===== src/rtl/semaforo_param.sv =====
// Two-approach traffic light controller with pedestrian walk phase, all-red
// clearance and blinking night mode; every phase is timed in timebase ticks.
module semaforo_param #(
  parameter int unsigned CW        = 8,
  parameter int unsigned T_GREEN_A = 4,
  parameter int unsigned T_GREEN_B = 3,
  parameter int unsigned T_YELLOW  = 1,
  parameter int unsigned T_ALLRED  = 1,
  parameter int unsigned T_WALK    = 2,
  parameter int unsigned T_FLASH   = 1
) (
  input  logic       clk,
  input  logic       reset,
  input  logic       tick,
  input  logic       modo,
  input  logic       ped_req,
  output logic       A_green,
  output logic       A_yellow,
  output logic       A_red,
  output logic       B_green,
  output logic       B_yellow,
  output logic       B_red,
  output logic       ped_walk,
  output logic       ped_pending,
  output logic [3:0] phase
);

  localparam int unsigned MAXT = (CW >= 32) ? 32'hFFFF_FFFF : ((32'd1 << CW) - 32'd1);

  if ((T_GREEN_A < 1) || (T_GREEN_A > MAXT) || (T_GREEN_B < 1) || (T_GREEN_B > MAXT) ||
      (T_YELLOW  < 1) || (T_YELLOW  > MAXT) || (T_ALLRED  < 1) || (T_ALLRED  > MAXT) ||
      (T_WALK    < 1) || (T_WALK    > MAXT) || (T_FLASH   < 1) || (T_FLASH   > MAXT)) begin : g_param_check
    $error("semaforo_param: every T_* must lie in 1..2^CW-1");
  end

  typedef enum logic [3:0] {
    A_GO      = 4'd0,
    A_YEL     = 4'd1,
    ALL_RED1  = 4'd2,
    B_GO      = 4'd3,
    B_YEL     = 4'd4,
    ALL_RED2  = 4'd5,
    PED_WALK  = 4'd6,
    FLASH_ON  = 4'd7,
    FLASH_OFF = 4'd8
  } state_t;

  state_t          r_state;
  logic [CW-1:0]   r_cnt;
  logic            r_pending;

  state_t          w_next;
  logic [CW-1:0]   w_last;
  logic            w_night;
  logic            w_expire;

  always_comb begin
    w_last = CW'(T_GREEN_A - 1);
    w_next = A_GO;
    case (r_state)
      A_GO:      begin w_last = CW'(T_GREEN_A - 1); w_next = A_YEL;    end
      A_YEL:     begin w_last = CW'(T_YELLOW  - 1); w_next = ALL_RED1; end
      ALL_RED1:  begin w_last = CW'(T_ALLRED  - 1); w_next = B_GO;     end
      B_GO:      begin w_last = CW'(T_GREEN_B - 1); w_next = B_YEL;    end
      B_YEL:     begin w_last = CW'(T_YELLOW  - 1); w_next = ALL_RED2; end
      ALL_RED2:  begin w_last = CW'(T_ALLRED  - 1); w_next = r_pending ? PED_WALK : A_GO; end
      PED_WALK:  begin w_last = CW'(T_WALK    - 1); w_next = A_GO;      end
      FLASH_ON:  begin w_last = CW'(T_FLASH   - 1); w_next = FLASH_OFF; end
      FLASH_OFF: begin w_last = CW'(T_FLASH   - 1); w_next = FLASH_ON;  end
      default:   begin w_last = '0;                 w_next = A_GO;      end
    endcase
  end

  assign w_night  = (r_state == FLASH_ON) || (r_state == FLASH_OFF);
  assign w_expire = tick && (r_cnt == w_last);

  always_ff @(posedge clk or negedge reset) begin
    if (!reset) begin
      r_state   <= A_GO;
      r_cnt     <= '0;
      r_pending <= 1'b0;
    end else if (!w_night && modo) begin
      r_state   <= FLASH_ON;
      r_cnt     <= '0;
      r_pending <= 1'b0;
    end else if (w_night && !modo) begin
      // leaving night mode always passes through an all-red clearance
      r_state <= ALL_RED2;
      r_cnt   <= '0;
    end else begin
      if (w_expire) begin
        r_state <= w_next;
        r_cnt   <= '0;
      end else if (tick) begin
        r_cnt <= r_cnt + 1'b1;
      end
      // entering the walk phase serves the request; that clear beats a new press
      if (w_expire && (w_next == PED_WALK))
        r_pending <= 1'b0;
      else if (!w_night && (r_state != PED_WALK) && ped_req)
        r_pending <= 1'b1;
    end
  end

  always_comb begin
    {A_green, A_yellow, A_red, B_green, B_yellow, B_red, ped_walk} = '0;
    case (r_state)
      A_GO:      begin A_green  = 1'b1; B_red    = 1'b1; end
      A_YEL:     begin A_yellow = 1'b1; B_red    = 1'b1; end
      ALL_RED1,
      ALL_RED2:  begin A_red    = 1'b1; B_red    = 1'b1; end
      B_GO:      begin A_red    = 1'b1; B_green  = 1'b1; end
      B_YEL:     begin A_red    = 1'b1; B_yellow = 1'b1; end
      PED_WALK:  begin A_red    = 1'b1; B_red    = 1'b1; ped_walk = 1'b1; end
      FLASH_ON:  begin A_yellow = 1'b1; B_yellow = 1'b1; end
      default:   ;
    endcase
  end

  assign ped_pending = r_pending;
  assign phase       = r_state;

endmodule

===== config.mk =====
export PLATFORM = sky130hd
export DESIGN_NAME = semaforo_param
export DESIGN_NICKNAME = d
export VERILOG_FILES = /design/src/rtl/semaforo_param.sv
export SDC_FILE = /design/constraint.sdc
export NUM_CORES = 1
export LEC_CHECK = 0
export BUFFER_PORTS_ARGS = -buffer_cell sky130_fd_sc_hd__buf_4
export CAP_MARGIN = 20
export CORE_MARGIN = 4
export CORE_UTILIZATION = 30
export DETAILED_ROUTE_END_ITERATION = 8
export PLACE_DENSITY = 0.45
export SLEW_MARGIN = 20
export SYNTH_ARGS = -nofsm -noshare
export SYNTH_HDL_FRONTEND = slang
export SYNTH_SLANG_ARGS = --single-unit

===== constraint.sdc =====
create_clock -name clk -period 2.7 [get_ports clk]
set_input_delay 0.27 -clock clk [delete_from_list [all_inputs] [get_ports clk]]
set_output_delay 0.27 -clock clk [all_outputs]
set_load 0.05 [all_outputs]

== Yosys cells after proc, flatten, opt, wreduce, memory -nomap -nowiden ==
Cells that the tools add are included.
Storage, ports and cells
  flip-flop bits (word level): 13
  bits of input ports: 5
  logic and storage cells: 55
Operators by class
  add/sub/neg operators: 1
  equal/unequal tests: 12
  multiplexer cells: 21
  reductions and logical operators: 18
Operators by type and width (number)
  $mux W8: 4
  $pmux W4 S8: 1
  $eq A4 B3 Y1 const B: 5
  $mux W4: 3
  $mux W1: 11
  $reduce_or A5 Y1: 2
  $add A8 B1 Y8 const B: 1
  $eq A4 B2 Y1 const B: 2
  $eq A8 B8 Y1: 1
  $logic_and A1 B1 Y1: 6
  $pmux W2 S3: 1
  $reduce_bool A3 Y1: 2
  $eq A4 B1 Y1 const B: 1
  $eq A4 B4 Y1 const B: 1
  $logic_not A4 Y1: 1
  $ne A4 B3 Y1 const B: 1
  $reduce_bool A4 Y1: 1
  $reduce_or A2 Y1: 2
  $mux W3: 1
  $logic_not A1 Y1: 2
  $ne A2 B2 Y1 const B: 1
  $reduce_and A2 Y1: 1
  $logic_or A1 B1 Y1: 1

== Logic depth before layout (Yosys ltp) ==
Gate-level depths: netlist of the first run.
  depth after elaboration: 9
  gate-level depth with buffers: 11
  mapped depth without buffers: 10

== Worst setup path before layout of the first run ==
Ideal clock, no wire load.
  kind: reg2out
  from: reg r_state[0] (netlist: phase[0])
  to: out A_yellow
  arrival: 2.673 ns
  slack: -0.243 ns
  cell stages (with the launch flop): 3
  path through: dfrtp_1 > clkbuf_1 > nor4b_1
On the way
  cells in the longest elaborated chain, start to end: 3
Ends and longest elaborated chain
  start: declaration: line 48  | state_t r_state;
  start signal: assignment: line 92  | r_state <= w_next;
  $eq A4 B3 Y1 / $eq A4 B1 Y1 (equally long branches): line 107  | case (r_state)
  $reduce_or A2 Y1 (no source line) (*)
  $mux W1 (*): line 107
  end: declaration: line 18  | output logic A_yellow,
Every way passes the cells marked *; elsewhere a longest branch is shown, timed or not.

== Worst setup path after layout of the first run ==
  from: reg r_state[3] (netlist: phase[3])
  to: reg r_cnt[7]
On the way
  cells in the longest elaborated chain, start to end: 7
Ends and longest elaborated chain
  $eq A4 B3 Y1, or another cell as far along: line 60  | case (r_state)
  $pmux W2 S3: line 60
  $eq A8 B8 Y1: line 75  | assign w_expire = tick && (r_cnt == w_last);
  $logic_and A1 B1 Y1: line 75
  $mux W8: line 91  | if (w_expire) begin
  $mux W8: line 86  | end else if (w_night && !modo) begin
  $mux W8: line 82  | end else if (!w_night && modo) begin
  end signal: assignment: line 95  | r_cnt <= r_cnt + 1'b1;
  end: declaration: line 49  | logic [CW-1:0] r_cnt;
Several ways; a longest one is shown, not always the timed one.
A chain may end at the register's enable or synchronous reset.

==> results of run 1 <==
cell type report:
| cell class | instances | area (µm²) |
|---|---|---|
| clock buffers | 4 | 26.3 |
| fillers | 338 | 1880 |
| well taps | 44 | 55.1 |
| inverters | 5 | 18.8 |
| repair buffers | 22 | 168 |
| flip-flops and latches | 13 | 325 |
| multi-input cells | 91 | 609 |
what timing repair did:
action | 4_1_cts | 5_1_grt
setup endpoints to repair | 0 | 0
hold endpoints to repair | 13 | 0
buffers inserted | 0 | 0
hold buffers | 1 | 0
Yosys cell counts:
cell	instances
nor4_1	2
or3b_1	1
or3_1	2
and3_4	1
a21oi_1	4
o22ai_1	2
o32ai_1	1
nor3_1	5
nor4b_1	3
o32a_4	1
o41ai_1	1
and2b_1	1
nor2_1	11
maj3_1	1
and4_1	1
nand2b_1	4
a21boi_0	1
a31oi_1	1
o311a_1	1
or2_2	1
nand3_1	7
or4_1	1
a211oi_1	1
a221oi_1	1
mux2_1	1
nand3b_1	1
xor2_1	5
dfrtp_1	13
clkbuf_1	5
nand4_1	1
and3_1	2
ha_1	3
nor2b_1	4
a2111oi_0	1
nor2_2	1
buf_6	1
xnor2_1	1
o21bai_1	1
o21ai_0	6
or2b_1	1
nand2_1	7
inv_1	5
nor3b_1	1
critical path, delay by kind of cell (launching register included):
family	cells	cell delay, ns
buffers and inverters	1	0.06
AND/OR/NAND/NOR	6	1.37
adder cells (fa/ha/maj)	1	0.23
flip-flops	1	0.51
AO/OA/AOI/OAI	1	0.15
path summary, 6_finish.rpt:
| kind | cells past startpoint | from | endpoint |
|---|---|---|---|
| worst max-delay path | 9 | phase[3]$_DFFE_PN0P_ | r_cnt[7]$_DFFE_PN0P_ |
| min in group asynchronous | 2 | reset | r_cnt[1]$_DFFE_PN0P_ |
| worst min-delay path | 4 | tick | r_cnt[1]$_DFFE_PN0P_ |
| max in group asynchronous | 2 | reset | phase[2]$_DFFE_PN0P_ |
| worst max register to register | 9 | phase[3]$_DFFE_PN0P_ | r_cnt[7]$_DFFE_PN0P_ |
| worst min register to register | 2 | r_cnt[7]$_DFFE_PN0P_ | r_cnt[7]$_DFFE_PN0P_ |
layer usage:
| metal | GRT usage (%) | vias to the layer above | part of all wire (%) |
|---|---|---|---|
| met5 | 0 | - | 0 |
| met4 | 5.54 | 0 | 1.4 |
| met3 | 1.91 | 4 | 4.2 |
| met2 | 19.8 | 17 | 46 |
| met1 | 15.8 | 436 | 48 |
| li1 | - | 458 | - |
cells by family (layout without fill, tap and decap cells):
| family | after synthesis | after routing | share of synthesized area [%] |
|---|---|---|---|
| xor gates and xnor gates | 6 | 6 | 5.41 |
| DFF | 13 | 13 | 33.5 |
| AOI/OAI and AO/OA | 22 | 22 | 16.4 |
| buffers and inverters | 11 | 31 | 5.03 |
| adders and majority gates | 4 | 4 | 4.90 |
| muxes | 1 | 1 | 1.16 |
| and+or+nand+nor | 58 | 58 | 33.6 |
per-stage QoR:
stage          util [%]  setup slack [ns]  instance area, µm²  hold slack (ns)  std cells
3_3_place_gp       37.9             0.382                1170            0.124        174
2_1_floorplan         -            0.0390                 983          -0.0256        115
5_1_grt            39.1             0.138                1200            0.312        179
4_1_cts            39.1             0.316                1200            0.301        179
6_report           39.1             0.316                1200            0.299        179
3_5_place_dp       37.9             0.338                1170            0.123        174
sequential cells by signal (all words and copies together) (netlist names):
signal,count
ped_pending,1
phase,4
r_cnt,8
==> reports/results.ini, run 1 <==
[sta]
rsz0062_at_grt=no
setup_violations=0
hold_viol_final=0
tightest_slew_ns=0.457
period_minus_slack_ns=2.38
slew_violations=0
timing.fmax_mhz=419
final.setup.tns_ns=0
fin_skew_ns=0.00928
fin_crit_sh_pct=88.3
max_slew_margin_pct=69.1

[global_routing]
grt_max_degree=14
grt_pass1_wl_um=4040
gr-total-overflow=0
antenna_found_initial=0
grt_pass1_vias=873
grt.total_usage_pct=12.2

[die]
start_util_pct=31.5
io_pins=17
core_um2=3080
die_w_um=64.9
num_rows=20
die_h_um=64.9
dieArea_um2=4210

[worst_setup_path]
cpMostUsedCell=nand2b_1
cpMaxStageDelayCell=dfrtp_1
cp-start-kind=flip-flop
r2r_setup_slack_ns=0.32
crit_chain=nand2b_1, nor2_1, or2_2, inv_1, ha_1, nand2b_1, nand4_1, or3_1, a21oi_1
cp.arrival_ns=2.59
crit_required_ns=2.90
slowest_delay_ns=0.51
cp_max_fo=10
worstSetupPathType=flip-flop to flip-flop
end_kind=flip-flop

[synth]
ys_types=43
syn_area_um2=971
yosysWarnings=0
avgSynthCellArea_um2=8.44
ys_ff_latch=13
yosys.area.top_type=dfrtp_1
synth_cells=115
netlist.area_leader.share_pct=33.5
synth_area_leaders=dfrtp_1, xor2_1, nor2_1
syn_nets=123
seq_area_frac_synth_pct=33.5

[clock_network]
cts.clk_slew.worst_paths_ns=0.08
cts_tree=built
clock-sinks=13
numCtsBuffers=3
clk_latency_ns=0.27
root_buffer=clkbuf_4
ctsResizeCount=0
cts_max_path_buffers=2
h-tree-depth=1

[detailed_routing]
remaining_drc_errors=0
wl_per_cell_um=13.2
wl_um=2350
drtIter0Drc=47
viasPerCell=5.11
vias=915
antenna_left=0
drt-pass1-iter-count=4

[finish]
finalNetCount=144
final_layout_size_suffix_gt1_share_pct=22.2
area_growth_pct=23.8
layout_commonest_cell=buf_4
n_antenna_cell=0
final_cell_mix=buf_4, dfrtp_1, nor2_1, nand2_1, nand3_1

[job]
cap_violations=0

[place]
gp_congestion=0.781
dp_hpwl_um=1860
io_buffers=16

[hold_path]
min_path_type=primary input to flip-flop

[outcome]
status=finished, final reports clean

Power of run 1 is not shown: default switching activity piles up to over one toggle a cycle in this logic, so the estimate is an artifact.
==> run 2, diff against run 1 <==
Settings changed: RECOVER_POWER set to 100.
==> run 2 against run 1 <==
Worst setup slack gained 0.0031 ns. Die area is the same. Via count grew 0.22%. Register-to-register slack is essentially flat. Sequential cell count is the same. Count of clock-buffer cells in the layout is the same. Non-clock buffer count is the same. Clock skew is essentially flat. Hold slack lost 0.0011 ns. First-iteration DRC count grew 17%. Critical endpoint unchanged.
==> reports/results.ini, run 2 (synthesis results as in run 1) <==
[outcome]
status=finished, final reports clean

[worst_setup_path]
path_buf_inv=1
cp-start-kind=flip-flop
cp_max_fo=10
cpMostUsedCell=nand2b_1
crit_chain=nand2b_1, nor2_1, or2_2, inv_1, ha_1, nand2b_1, nand4_1, or3_1, a21oi_1
cp-endpoint=r_cnt[7]$_DFFE_PN0P_
r2r_setup_slack_ns=0.32
cpMaxStageDelayCell=dfrtp_1
ff2ff_path_depth=9
cp-startpoint=phase[3]$_DFFE_PN0P_
worstSetupPathType=flip-flop to flip-flop
end_kind=flip-flop
cp.arrival_ns=2.59
r2r_start=phase[3]$_DFFE_PN0P_
slowest_delay_ns=0.51
crit_cells=9
reg2reg_to=r_cnt[7]$_DFFE_PN0P_
crit_family=simple AND/OR/NAND/NOR gates
crit_required_ns=2.90

[finish]
area_growth_pct=18.4
largest-register=r_cnt
final_cell_mix=clkbuf_1, dfrtp_1, nor2_1
finalNetCount=144
n_antenna_cell=0
fillCellCount=352
layout_commonest_cell=clkbuf_1
largest_register_ffs=8
final_layout_size_suffix_gt1_share_pct=11.9

[place]
dp_hpwl_um=1860
io_buffers=16
gp_congestion=0.781
place_ws_ns=0.338

[die]
num_rows=20
start_util_pct=31.5
dieArea_um2=4210
io_pins=17
die_h_um=64.9
core_um2=3080
die_w_um=64.9

[global_routing]
gr-total-overflow=0
grt_pass1_vias=873
grt.total_usage_pct=12.2
antenna_found_initial=0
grt_pass1_wl_um=4040
grt_max_degree=14

[sta]
rsz0062_at_grt=no
tightest_slew_ns=0.694
timing.fmax_mhz=420
slew_violations=0
hold_viol_final=0
period_minus_slack_ns=2.38
setup_violations=0
fin_skew_ns=0.00931
fin_crit_sh_pct=88.2
final.setup.tns_ns=0
setup_slack_ns=0.319
max_slew_margin_pct=53.7

[clock_network]
root_buffer=clkbuf_4
h-tree-depth=1
numCtsBuffers=3
clk_latency_ns=0.27
post-cts-setup-buffers=0
cts.clk_slew.worst_paths_ns=0.08
clock-sinks=13
cts_tree=built
cts_max_path_buffers=2

[detailed_routing]
vias=917
wl_um=2370
drtIter0Drc=55
drt-pass1-iter-count=4
antenna_left=0
wl_per_cell_um=13.3
remaining_drc_errors=0
viasPerCell=5.12

[job]
cap_violations=0

[hold_path]
min_path_type=primary input to flip-flop

## run 2: repair_timing
action | 4_1_cts | 5_1_grt
hold endpoints to repair | 13 | 0
resized for setup | 0 | 0
hold buffers | 1 | 0
## run 2: worst min path at each step
stage	startpoint	end	slack [ns]	cells after the start
2_1_floorplan	reset	ped_pending$_DFFE_PN0P_	-0.03	0
3_3_place_gp	reset	r_cnt[0]$_DFFE_PN0P_	0.12	1
3_5_place_dp	reset	r_cnt[0]$_DFFE_PN0P_	0.12	1
4_1_cts	tick	r_cnt[1]$_DFFE_PN0P_	0.30	4
5_1_grt	tick	r_cnt[1]$_DFFE_PN0P_	0.31	4
6_report	tick	r_cnt[1]$_DFFE_PN0P_	0.30	4
## run 2: metrics by stage
stage	instances	util [%]	hold WS (ns)	instance area, µm²
CTS	179	39.1	0.301	1200
global route	179	37.4	0.312	1150
global placement	174	37.9	0.124	1170
floorplan	115	-	-0.0256	983
finish	179	37.4	0.298	1150
detailed placement	174	37.9	0.123	1170
## run 2: worst reg2reg max path, cell delays in order, from the launching register on
cell,delay [ns]
dfrtp_1,0.51
nand2b_1,0.23
nor2_1,0.09
or2_2,0.29
inv_1,0.06
ha_1,0.23
nand2b_1,0.20
nand4_1,0.19
or3_1,0.37
a21oi_1,0.15
## run 2: area by class of cell
type	count	area, µm²	area share, %
repair buffers	22	115	10.0
inverters	5	18.8	1.63
flip-flops and latches	13	325	28.3
multi-input cells	91	609	53.0
well taps	44	55.1	4.79
clock buffers	4	26.3	2.29
## run 2: per-layer routing
layer / GRT usage [%] / share of wire [%] / vias to the layer above
met5: 0 / 0 / -
met1: 15.8 / 49 / 433
met2: 19.8 / 45 / 21
li1: - / - / 457
met3: 1.91 / 4.2 / 6
met4: 5.54 / 1.9 / 0
Power of run 2 is left out for the same reason.
==> run 3, diff against run 2 <==
Settings changed: PLACE_DENSITY 0.45 to unset.
==> run 3 against run 2 <==
Global-route usage is 0.16 points higher. Non-clock buffer count is 1 higher. Register-to-register slack better by 0.03 ns. Clock skew is 0.00059 ns higher. Sequential share of layout area is 0.062 points lower. Routed wire length is 4.5% higher. Hold slack better by 0.0092 ns. Core utilization is 0.081 points higher. Final cell count is 0.56% higher. Fmax is 1.3% higher. Critical path depth is 3 lower. Design area is 0.22% higher. Critical endpoint is now phase[2]$_DFFE_PN0P_.
==> reports/results.ini, run 3 (synthesis results as in run 1) <==
[outcome]
status=finished, final reports clean

[sta]
rsz0062_at_grt=no
period_minus_slack_ns=2.35
fin_crit_sh_pct=87.1
timing.fmax_mhz=425
setup_slack_ns=0.349
hold_viol_final=0
final.setup.tns_ns=0
slew_violations=0
fin_skew_ns=0.00990
setup_violations=0
max_slew_margin_pct=52.8
tightest_slew_ns=0.708

[hold_path]
min-delay-start=tick
min_path_type=primary input to flip-flop
hold_path_depth=4
min_to=r_cnt[1]$_DFFE_PN0P_

[detailed_routing]
drtIter0Drc=105
viasPerCell=5.24
wl_per_cell_um=13.8
antenna_left=0
wl_um=2480
drt-pass1-iter-count=4
vias=944
remaining_drc_errors=0

[place]
place_ws_ns=0.383
dp_hpwl_um=1890
gp_congestion=0.871
io_buffers=16

[worst_setup_path]
crit_family=simple AND/OR/NAND/NOR gates
cp.arrival_ns=2.50
crit_chain=buf_4, and2b_1, o41ai_1, nand3_1, nor2_1, mux2_1
cpMaxStageDelayCell=dfrtp_1
r2r_start=phase[2]$_DFFE_PN0P_
crit_required_ns=2.85
r2r_setup_slack_ns=0.35
cp-start-kind=flip-flop
reg2reg_to=phase[2]$_DFFE_PN0P_
ff2ff_path_depth=6
path_buf_inv=1
worstSetupPathType=flip-flop to flip-flop
cp_max_fo=13
end_kind=flip-flop
slowest_delay_ns=0.46

[finish]
finalNetCount=145
final_cell_mix=clkbuf_1, dfrtp_1, nor2_1, buf_4
n_antenna_cell=0
largest_register_ffs=8
final_layout_size_suffix_gt1_share_pct=11.8
multi_input_area_um2=601
largest-register=r_cnt
seqCellArea_um2=325
fillCellCount=331
area_growth_pct=18.7
fin_util_pct=37.4
layout_commonest_cell=clkbuf_1

[die]
io_pins=17
start_util_pct=31.5
dieArea_um2=4210
num_rows=20
core_um2=3080
die_w_um=64.9
die_h_um=64.9

[clock_network]
cts.clk_slew.worst_paths_ns=0.07
h-tree-depth=1
root_buffer=clkbuf_4
post-cts-setup-buffers=0
cts_max_path_buffers=2
clk_latency_ns=0.28
hold_buffers=1
clock-sinks=13
ctsResizeCount=0
numCtsBuffers=3
cts_tree=built

[global_routing]
grt.total_usage_pct=12.3
grt_pass1_wl_um=4220
grt_pass1_vias=914
antenna_found_initial=0
gr-total-overflow=0
grt_max_degree=14

[job]
cap_violations=0

## run 3: stage by stage
stage	cell area, µm²	hold slack (ns)	cells
4_1_cts	1210	0.302	180
6_report	1150	0.307	180
5_1_grt	1150	0.326	180
3_3_place_gp	1170	0.124	175
3_5_place_dp	1170	0.124	175
2_1_floorplan	983	-0.0256	115
## run 3: how the worst max path moves through the flow
stage / start / end / slack (ns) / cells after the start
after floorplan: phase[1]$_DFFE_PN0P_ / B_red / 0.04 / 4
after global placement: phase[0]$_DFFE_PN0P_ / r_cnt[7]$_DFFE_PN0P_ / 0.44 / 8
after detailed placement: phase[1]$_DFFE_PN0P_ / r_cnt[7]$_DFFE_PN0P_ / 0.38 / 9
after CTS: phase[1]$_DFFE_PN0P_ / r_cnt[7]$_DFFE_PN0P_ / 0.38 / 9
after global routing: phase[0]$_DFFE_PN0P_ / phase[2]$_DFFE_PN0P_ / 0.14 / 5
final: phase[2]$_DFFE_PN0P_ / phase[2]$_DFFE_PN0P_ / 0.35 / 6
## run 3: layer usage
metal | vias to the layer above | routed length (µm) | GRT usage [%] | share of wire, %
li1 | 455 | - | - | -
met1 | 450 | 1190 | 16.6 | 48
met2 | 35 | 1140 | 20.1 | 46
met3 | 4 | 118 | 1.56 | 4.8
met4 | 0 | 30 | 4.75 | 1.2
met5 | - | 0 | 0 | 0
## run 3: cell type report
cell class / instances / area share (%)
clock buffer: 4 / 2.28
inverter: 5 / 1.63
multi-input combinational: 91 / 52.1
sequential: 13 / 28.2
tap: 44 / 4.78
timing repair buffer: 23 / 11.0
## run 3: worst min-delay path, delay by kind of cell
family / cells / cell delay, ns
compound gates: 1 / 0.07
simple gates: 2 / 0.11
buf+inv: 1 / 0.09
Power of run 3 is left out for the same reason.
